## src/rtl/instruction_fetch.sv

```systemverilog
// Instruction fetch front end: holds the PC, issues in-order word reads to instruction
// memory and buffers returned words with their PCs for decode; redirects flush everything.
module instruction_fetch #(
   parameter logic [31:0] RESET_PC = 32'h0000_0000,
   parameter int          DEPTH    = 2
) (
   input  logic        clk,
   input  logic        rst_n,
   output logic        imem_req_valid,
   output logic [31:0] imem_req_addr,
   input  logic        imem_req_ready,
   input  logic        imem_resp_valid,
   input  logic [31:0] imem_resp_data,
   input  logic        redirect,
   input  logic [31:0] redirect_target,
   output logic        instr_valid,
   output logic [31:0] instr,
   output logic [31:0] instr_pc,
   input  logic        instr_ready,
   output logic        fetch_error
);
   localparam int CW = $clog2(DEPTH + 1);
   localparam int PW = $clog2(DEPTH);
   localparam int OW = CW + 2;
   localparam logic [OW-1:0] DEPTH_O = OW'(DEPTH);
   localparam logic [CW-1:0] CNT_ONE = CW'(1);
   localparam logic [PW-1:0] PTR_ONE = PW'(1);

   typedef enum logic {RUN = 1'b0, HALT = 1'b1} state_t;

   state_t        state_q, state_d;
   logic [31:0]   pc_q, pc_d;
   logic [CW-1:0] inflight_q, inflight_d;
   logic [CW-1:0] discard_q, discard_d;
   logic [CW-1:0] count_q, count_d;
   logic [PW-1:0] fifo_wr_q, fifo_wr_d, fifo_rd_q, fifo_rd_d;
   logic [PW-1:0] pcq_wr_q, pcq_wr_d, pcq_rd_q, pcq_rd_d;
   logic          fetch_error_q, fetch_error_d;

   logic [31:0]   fifo_data_q [DEPTH];
   logic [31:0]   fifo_pc_q   [DEPTH];
   logic [31:0]   pcq_q       [DEPTH];

   logic [OW-1:0] occupancy;
   logic          pop, req_fire, resp_keep, flush, fifo_push;

   always_comb begin
      pop       = (count_q != '0) && instr_ready;
      occupancy = OW'(inflight_q) + OW'(discard_q) + OW'(count_q);
      flush     = redirect && (state_q == RUN);
      // A slot freed by this cycle's decode pop can be reused immediately, which is
      // what lets a single-cycle memory sustain one word per cycle.
      imem_req_valid = rst_n && (state_q == RUN) && !redirect &&
                       ((occupancy - OW'(pop)) < DEPTH_O);
      req_fire  = imem_req_valid && imem_req_ready;
      resp_keep = imem_resp_valid && (discard_q == '0);
      fifo_push = rst_n && !flush && resp_keep;

      state_d       = state_q;
      pc_d          = pc_q;
      inflight_d    = inflight_q;
      discard_d     = discard_q;
      count_d       = count_q;
      fifo_wr_d     = fifo_wr_q;
      fifo_rd_d     = fifo_rd_q;
      pcq_wr_d      = pcq_wr_q;
      pcq_rd_d      = pcq_rd_q;
      fetch_error_d = fetch_error_q;

      if (flush) begin
         pc_d       = redirect_target;
         count_d    = '0;
         fifo_wr_d  = '0;
         fifo_rd_d  = '0;
         pcq_wr_d   = '0;
         pcq_rd_d   = '0;
         inflight_d = '0;
         // Every owed response becomes a discard, minus the one dropped right now.
         discard_d  = discard_q + inflight_q - CW'(imem_resp_valid);
         if (redirect_target[1:0] != 2'b00) begin
            state_d       = HALT;
            fetch_error_d = 1'b1;
         end
      end else begin
         if (req_fire) begin
            pc_d     = pc_q + 32'd4;
            pcq_wr_d = pcq_wr_q + PTR_ONE;
         end
         if (imem_resp_valid && (discard_q != '0)) begin
            discard_d = discard_q - CNT_ONE;
         end
         if (resp_keep) begin
            fifo_wr_d = fifo_wr_q + PTR_ONE;
            pcq_rd_d  = pcq_rd_q + PTR_ONE;
         end
         if (pop) begin
            fifo_rd_d = fifo_rd_q + PTR_ONE;
         end
         inflight_d = inflight_q + CW'(req_fire) - CW'(resp_keep);
         count_d    = count_q + CW'(resp_keep) - CW'(pop);
      end
   end

   always_ff @(posedge clk) begin
      if (!rst_n) begin
         state_q       <= RUN;
         pc_q          <= RESET_PC;
         inflight_q    <= '0;
         discard_q     <= '0;
         count_q       <= '0;
         fifo_wr_q     <= '0;
         fifo_rd_q     <= '0;
         pcq_wr_q      <= '0;
         pcq_rd_q      <= '0;
         fetch_error_q <= 1'b0;
      end else begin
         state_q       <= state_d;
         pc_q          <= pc_d;
         inflight_q    <= inflight_d;
         discard_q     <= discard_d;
         count_q       <= count_d;
         fifo_wr_q     <= fifo_wr_d;
         fifo_rd_q     <= fifo_rd_d;
         pcq_wr_q      <= pcq_wr_d;
         pcq_rd_q      <= pcq_rd_d;
         fetch_error_q <= fetch_error_d;
      end
   end

   // Storage arrays carry no reset; the counters decide what is meaningful.
   always_ff @(posedge clk) begin
      if (fifo_push) begin
         fifo_data_q[fifo_wr_q] <= imem_resp_data;
         fifo_pc_q[fifo_wr_q]   <= pcq_q[pcq_rd_q];
      end
      if (req_fire) begin
         pcq_q[pcq_wr_q] <= pc_q;
      end
   end

   assign imem_req_addr = pc_q;
   assign instr_valid   = (count_q != '0);
   assign instr         = instr_valid ? fifo_data_q[fifo_rd_q] : 32'h0;
   assign instr_pc      = instr_valid ? fifo_pc_q[fifo_rd_q] : 32'h0;
   assign fetch_error   = fetch_error_q;

endmodule

```

## config.mk

```make
export PLATFORM = sky130hd
export DESIGN_NAME = instruction_fetch
export DESIGN_NICKNAME = d
export VERILOG_FILES = /design/src/rtl/instruction_fetch.sv
export SDC_FILE = /design/constraint.sdc
export NUM_CORES = 1
export LEC_CHECK = 0
export CAP_MARGIN = 20
export CORE_ASPECT_RATIO = 1.1
export CORE_MARGIN = 1.5
export CORE_UTILIZATION = 57
export DETAILED_ROUTE_END_ITERATION = 10
export PLACE_DENSITY = 0.85
export SETUP_SLACK_MARGIN = 0.4
export SYNTH_ARGS = -nofsm -noshare
export SYNTH_HDL_FRONTEND = slang
export SYNTH_SLANG_ARGS = --single-unit
```

## constraint.sdc

```tcl
create_clock -name clk -period 13.8 [get_ports clk]
set_input_delay 2.76 -clock clk [delete_from_list [all_inputs] [get_ports clk]]
set_output_delay 2.76 -clock clk [all_outputs]
set_load 0.005 [all_outputs]
```

### After elaboration in Yosys (flattened, before gate mapping)

Memory sizes are Yosys's and may differ from the RTL's. A register that Yosys moved wholly into a read port is not among the register bits.
Cells that the tools add are included.

* register bits after elaboration: 43
* latch bits: 0
* RAM bits: 192
* memory bits (read-only): 0
* bits of input ports: 70
* output and inout bits: 99
* logic and storage cells: 66
* memories kept: 3

Memories
* fifo_data_q: depth 2, bits a word 32, read ports 1, clocked after memory_dff 1, write ports 1, RTL line 40 `logic [31:0] fifo_data_q [DEPTH];`
* fifo_pc_q: depth 2, bits a word 32, read ports 1, clocked after memory_dff 1, write ports 1, RTL line 41 `logic [31:0] fifo_pc_q [DEPTH];`
* pcq_q: depth 2, bits a word 32, read ports 1, clocked after memory_dff 1, write ports 1, RTL line 42 `logic [31:0] pcq_q [DEPTH];`

* add/subtract/negate cells: 15
* $mul: 0
* divide/modulo/power cells: 0
* $lt $le $gt $ge: 1
* equality and inequality tests: 0
* shifts and indexed selects: 0
* muxes and demuxes: 16
* bitwise operators: 2
* reduce and logical (&&, ||, !) cells: 20

Operators with widths (count)
* 32-bit 2-to-1 mux: 4
* 32-bit by 3-bit adder with 32-bit output, second input constant: 1
* 1-bit logical AND: 10
* 1-bit 2-to-1 mux: 10
* 2-bit nonzero test: 5
* 2-bit by 1-bit subtractor with 2-bit output: 3
* 1-bit adder, second input constant: 4
* 2-bit by 1-bit adder with 2-bit output: 2
* 3-bit by 2-bit adder with 4-bit output: 1
* 4-bit by 2-bit < comparator with 1-bit output, second input constant: 1
* 2-bit 2-to-1 mux: 2
* 4-bit by 1-bit subtractor with 4-bit output: 1
* 2-bit by 2-bit adder with 3-bit output: 1
* 2-bit adder: 1
* 1-bit logical NOT: 2
* 2-bit logical NOT: 1
* 1-bit NOT: 2
* 2-bit AND reduction: 1
* 2-bit OR reduction: 1
* 2-bit by 1-bit subtractor with 2-bit output, second input constant: 1

### Logic depth before layout (Yosys ltp)

* word-level depth: 8
* mapped depth: 16
* gate-level depth less buffers: 16

### Worst setup path after synthesis

No wires, ideal clock.

* path kind: input-to-reg
* from: input redirect
* to: memory fifo_data_q[0][0] (enable)
* library setup time: 0.564 ns
* data arrival time: 7.897 ns
* data required time: 13.236 ns
* path slack: 5.339 ns
* stages on the path: 5
* path buffers: 2
* cells stage by stage: nand2b_1 clkbuf_1 clkbuf_1 nand2_1 nor3_1

* word-level cells in the longest chain between the ends: 6

RTL lines
* start: declaration: RTL line 14 `input logic redirect,`
* 1-bit logical AND: RTL line 50 `flush = redirect && (state_q == RUN);`
* 1-bit logical NOT: RTL line 57 `fifo_push = rst_n && !flush && resp_keep;`
* 1-bit logical AND (2 in a row): RTL line 57
* 1-bit 2-to-1 mux: RTL line 132 `if (fifo_push) begin`
* 1-bit 2-to-1 mux (implied by the code): RTL line 133 `fifo_data_q[fifo_wr_q] <= imem_resp_data;`
* end: declaration: RTL line 40

Every way passes these cells.

### Final worst setup path

* from: input instr_ready
* to: output imem_req_valid

* word-level cells in the longest chain between the ends: 4

RTL lines
* start: declaration: RTL line 19 `input logic instr_ready,`
* 1-bit logical AND: RTL line 48 `pop = (count_q != '0) && instr_ready;`
* 4-bit by 1-bit subtractor with 4-bit output: RTL line 54 `((occupancy - OW'(pop)) < DEPTH_O);`
* 4-bit by 2-bit < comparator with 1-bit output: RTL line 54
* 1-bit logical AND: RTL line 53 `imem_req_valid = rst_n && (state_q == RUN) && !redirect &&`
* end: declaration: RTL line 9 `output logic imem_req_valid,`

Every way passes these cells.

==> results.tsv <==
stage	metric	value	unit
status	status	finished, final reports clean	
run	Max-cap violations	0	
pwr	VDD IR max	0.0000987	V
clocking	CTS H-tree depth	1	
clocking	CTS clock-pin slew for the worst setup and hold paths	0.06	ns
layout	layout cell share with drive strength beyond 1	9.93	%
setup_path	critical path cell sequence	clkdlybuf4s50_1 > nand2_1 > nor2_1 > fa_1 > inv_1 > ha_1 > fa_1 > or2_0 > nor3_1 > clkdlybuf4s50_1	
sta	Final Critical Period	8.39	ns
die	Top-Level Pins	169	
layout	Final nets	962	
setup_path	Critical Path RT	11.04	ns
routing	via count	6659	
hold_path	Hold Path Class	reg -> reg	
global_route	largest net degree at the start of global routing	65	
setup_path	max incr delay on CP	0.54	ns
die	Core Box Area	17000	µm²
clocking	CTS tree	built	
setup_path	Critical Path Source	instr_ready	
sta	f_max	119	MHz
clocking	total CTS buffers	23	
placed_design	number of port buffers	168	
routing	mean routed wirelength per cell	18.6	µm
sta	final worst path period share	60.8	%
setup_path	Max FO, Critical Path	4	
die	die width	128	µm
pwr	leakage	0.00406	µW
clocking	CTS resizes	0	
synthesis	Avg Synthesized Cell Area	13.7	µm²
synthesis	post-synth top area cell	edfxtp_1	
setup_path	WP data arrival	5.63	ns
setup_path	critical path class	in -> out	
clocking	Clock Sinks	237	
synthesis	Async S/R FF share, synth	0	%
setup_path	Slowest cell on crit path	clkdlybuf4s50_1	
sta	Total Neg Setup Slack	0	ns
synthesis	top cells by area, synth	edfxtp_1 (58%), dfxtp_1 (9.1%), mux2i_1 (6.6%)	
setup_path	crit end category	output port	
layout	Filler Cells Inserted	1055	
routing	DRT Pass-1 Iters	5	
layout	Layout area overhead	27.1	%
synthesis	YS warnings	0	
setup_path	Reg-to-Reg Start	count_q[0]	
routing	Via density	5.89	
clocking	Post-CTS Hold Buffers	0	
placed_design	GPL Wtd Cong	0.902	
synthesis	Post-synth EDFFs	192	
routing	routed wire length	21000	µm
synthesis	synthesized flop and latch total	237	
die	row count	50	
sta	Final Hold Fails	0	
setup_path	CP startpoint kind	input port	
placed_design	DP HPWL	13300	µm
sta	WHS	0.502	ns
sta	Final Setup Violations	0	
setup_path	worst reg-to-reg setup slack	9.71	ns
clocking	clk_lat worst skew	0.51	ns
sta	Pins Over Slew Limit	0	
sta	Rel. slew slack	26.8	%
synthesis	share of the synthesized area in the top cell type	58.4	%
routing	post-route ant nets	0	
routing	DR iter-0 viols	450	
routing	DRC violations left	0	
synthesis	Seq/Total Area, Yosys	67.6	%
synthesis	Synth Instances	721	
sta	Slew @ Worst Pin	1.10	ns
sta	RSZ-0062 raised after global routing	false	
layout	fin cells	1130	
layout	number of inserted diodes	0	
setup_path	R2R depth	12	
hold_path	worst hold path depth	0	
die	die height	141	µm
sta	Final Skew	0.0171	ns
clocking	maximum root-to-sink buffer count	3	
global_route	global-route congestion overflow total	0	
synthesis	ys flop type	edfxtp_1	
global_route	initial antenna violation count	0	
global_route	All-Layer GR Usage	22.8	%
die	total die area	18100	µm²
synthesis	post-synth design cell area	9860	µm²
placed_design	DP Cell Count	1089	
clocking	Post-CTS Setup Bufs	0	
clocking	clk root buf	clkbuf_16	
global_route	vias in the first global route	6418	
hold_path	Hold Startpoint	imem_req_addr[1]	
pwr	Cell Pwr Density	141	nW/µm²
die	Initial Util	58.2	%
synthesis	Syn Nets	803	
global_route	first-pass GRT wire length	32500	µm
synthesis	Synth cell types	51	
power breakdown:
group          internal, µW  leakage [µW]  switching [µW]
clock network           373      0.000381             258
registers               816       0.00210            25.8
logic                   150       0.00157             143
total                  1340       0.00406             426
final timing paths:
kind / endpoint
setup / recovery: imem_req_valid
hold / removal: pcq_q[0][1]
setup reg to reg: imem_req_addr[19]
hold reg to reg: pcq_q[0][1]
cells in the mapped netlist (12+ instances only):
cell type / number
mux2_2: 32
nor2_1: 90
a211oi_1: 12
a31oi_1: 12
mux2i_1: 65
clkbuf_1: 26
buf_1: 13
nand3_1: 22
inv_1: 16
o21ai_0: 28
xnor2_1: 12
nand2_1: 23
dfxtp_1: 45
edfxtp_1: 192
or4_1: 14
registers in the layout, summed over array words and instances (netlist names), named ones only:
name	cells
fifo_data_q	64
fifo_pc_q	64
pcq_q	64
imem_req_addr	32
count_q	2
discard_q	2
inflight_q	2
fetch_error	1
fifo_rd_q	1
fifo_wr_q	1
pcq_rd_q	1
pcq_wr_q	1
per-layer routing:
metal  wire, µm  track usage [%]  vias up
met5          0                0        -
li1           -                -     3054
met3       1660             3.07       72
met4        741             9.52        0
met2      10400             39.2      346
met1       8280             29.2     3187
kinds of logic (layout without fill, tap and decap cells):
logic type	after synthesis	in the layout	synth area share, %
AND/OR/NAND/NOR	211	211	10.7
buffers and inverters	60	235	2.41
AO/OA/AOI/OAI	88	88	5.95
multiplexers	97	97	10.2
adder cells (fa/ha/maj)	12	12	1.67
XOR/XNOR	16	16	1.42
flip-flops	237	237	67.6
layout by cell type, fill, tap and decap left out, drive strengths merged, types with 3 or more instances in the layout:
| cell type | Yosys | final |
|---|---|---|
| xor2 | 4 | 4 |
| a211oi | 12 | 12 |
| nor2 | 90 | 90 |
| buf | 16 | 10 |
| a211o | 3 | 3 |
| ha | 10 | 10 |
| nor4 | 8 | 8 |
| clkbuf | 28 | 30 |
| nand2 | 23 | 23 |
| edfxtp | 192 | 192 |
| xnor2 | 12 | 12 |
| or4 | 14 | 14 |
| o311a | 4 | 4 |
| or3 | 10 | 10 |
| clkinv | 0 | 6 |
| nand4 | 12 | 12 |
| mux2 | 32 | 32 |
| a31oi | 12 | 12 |
| nand3 | 22 | 22 |
| mux2i | 65 | 65 |
| and2 | 3 | 3 |
| dfxtp | 45 | 45 |
| clkdlybuf4s50 | 0 | 168 |
| o21ai | 28 | 28 |
| nor3 | 7 | 7 |
| inv | 16 | 18 |
| and4 | 4 | 4 |
| and3 | 7 | 7 |
| o31a | 3 | 3 |
| o31ai | 7 | 7 |
| a21oi | 7 | 7 |
stage by stage:
step,cell area [µm²],utilization [%],power (µW),setup WS [ns]
global route,12500,73.9,1830,5.26
finish,12500,73.9,1770,5.41
floorplan,9860,-,1010,5.34
CTS,12500,73.9,1770,5.41
detailed placement,11800,69.4,1150,5.44
global placement,11800,69.4,1140,5.50
worst max-delay path: cells and delay by family:
kind          cells  cell delay [ns]
buf+inv           3             1.11
fa+ha+maj         3             0.99
simple gates      4             0.76
area by class of cell:
cell class              count  area (µm²)  share of cell area, %
well taps                 234         293                   2.34
multi-input cells         424        2990                   23.8
flip-flops and latches    237        6670                   53.2
clock inverters            11         115                  0.918
repair buffers            178        1760                   14.0
inverters                  16        60.1                  0.479
clock buffers              30         654                   5.22
No activity file was read; power rests on OpenSTA's default activity.
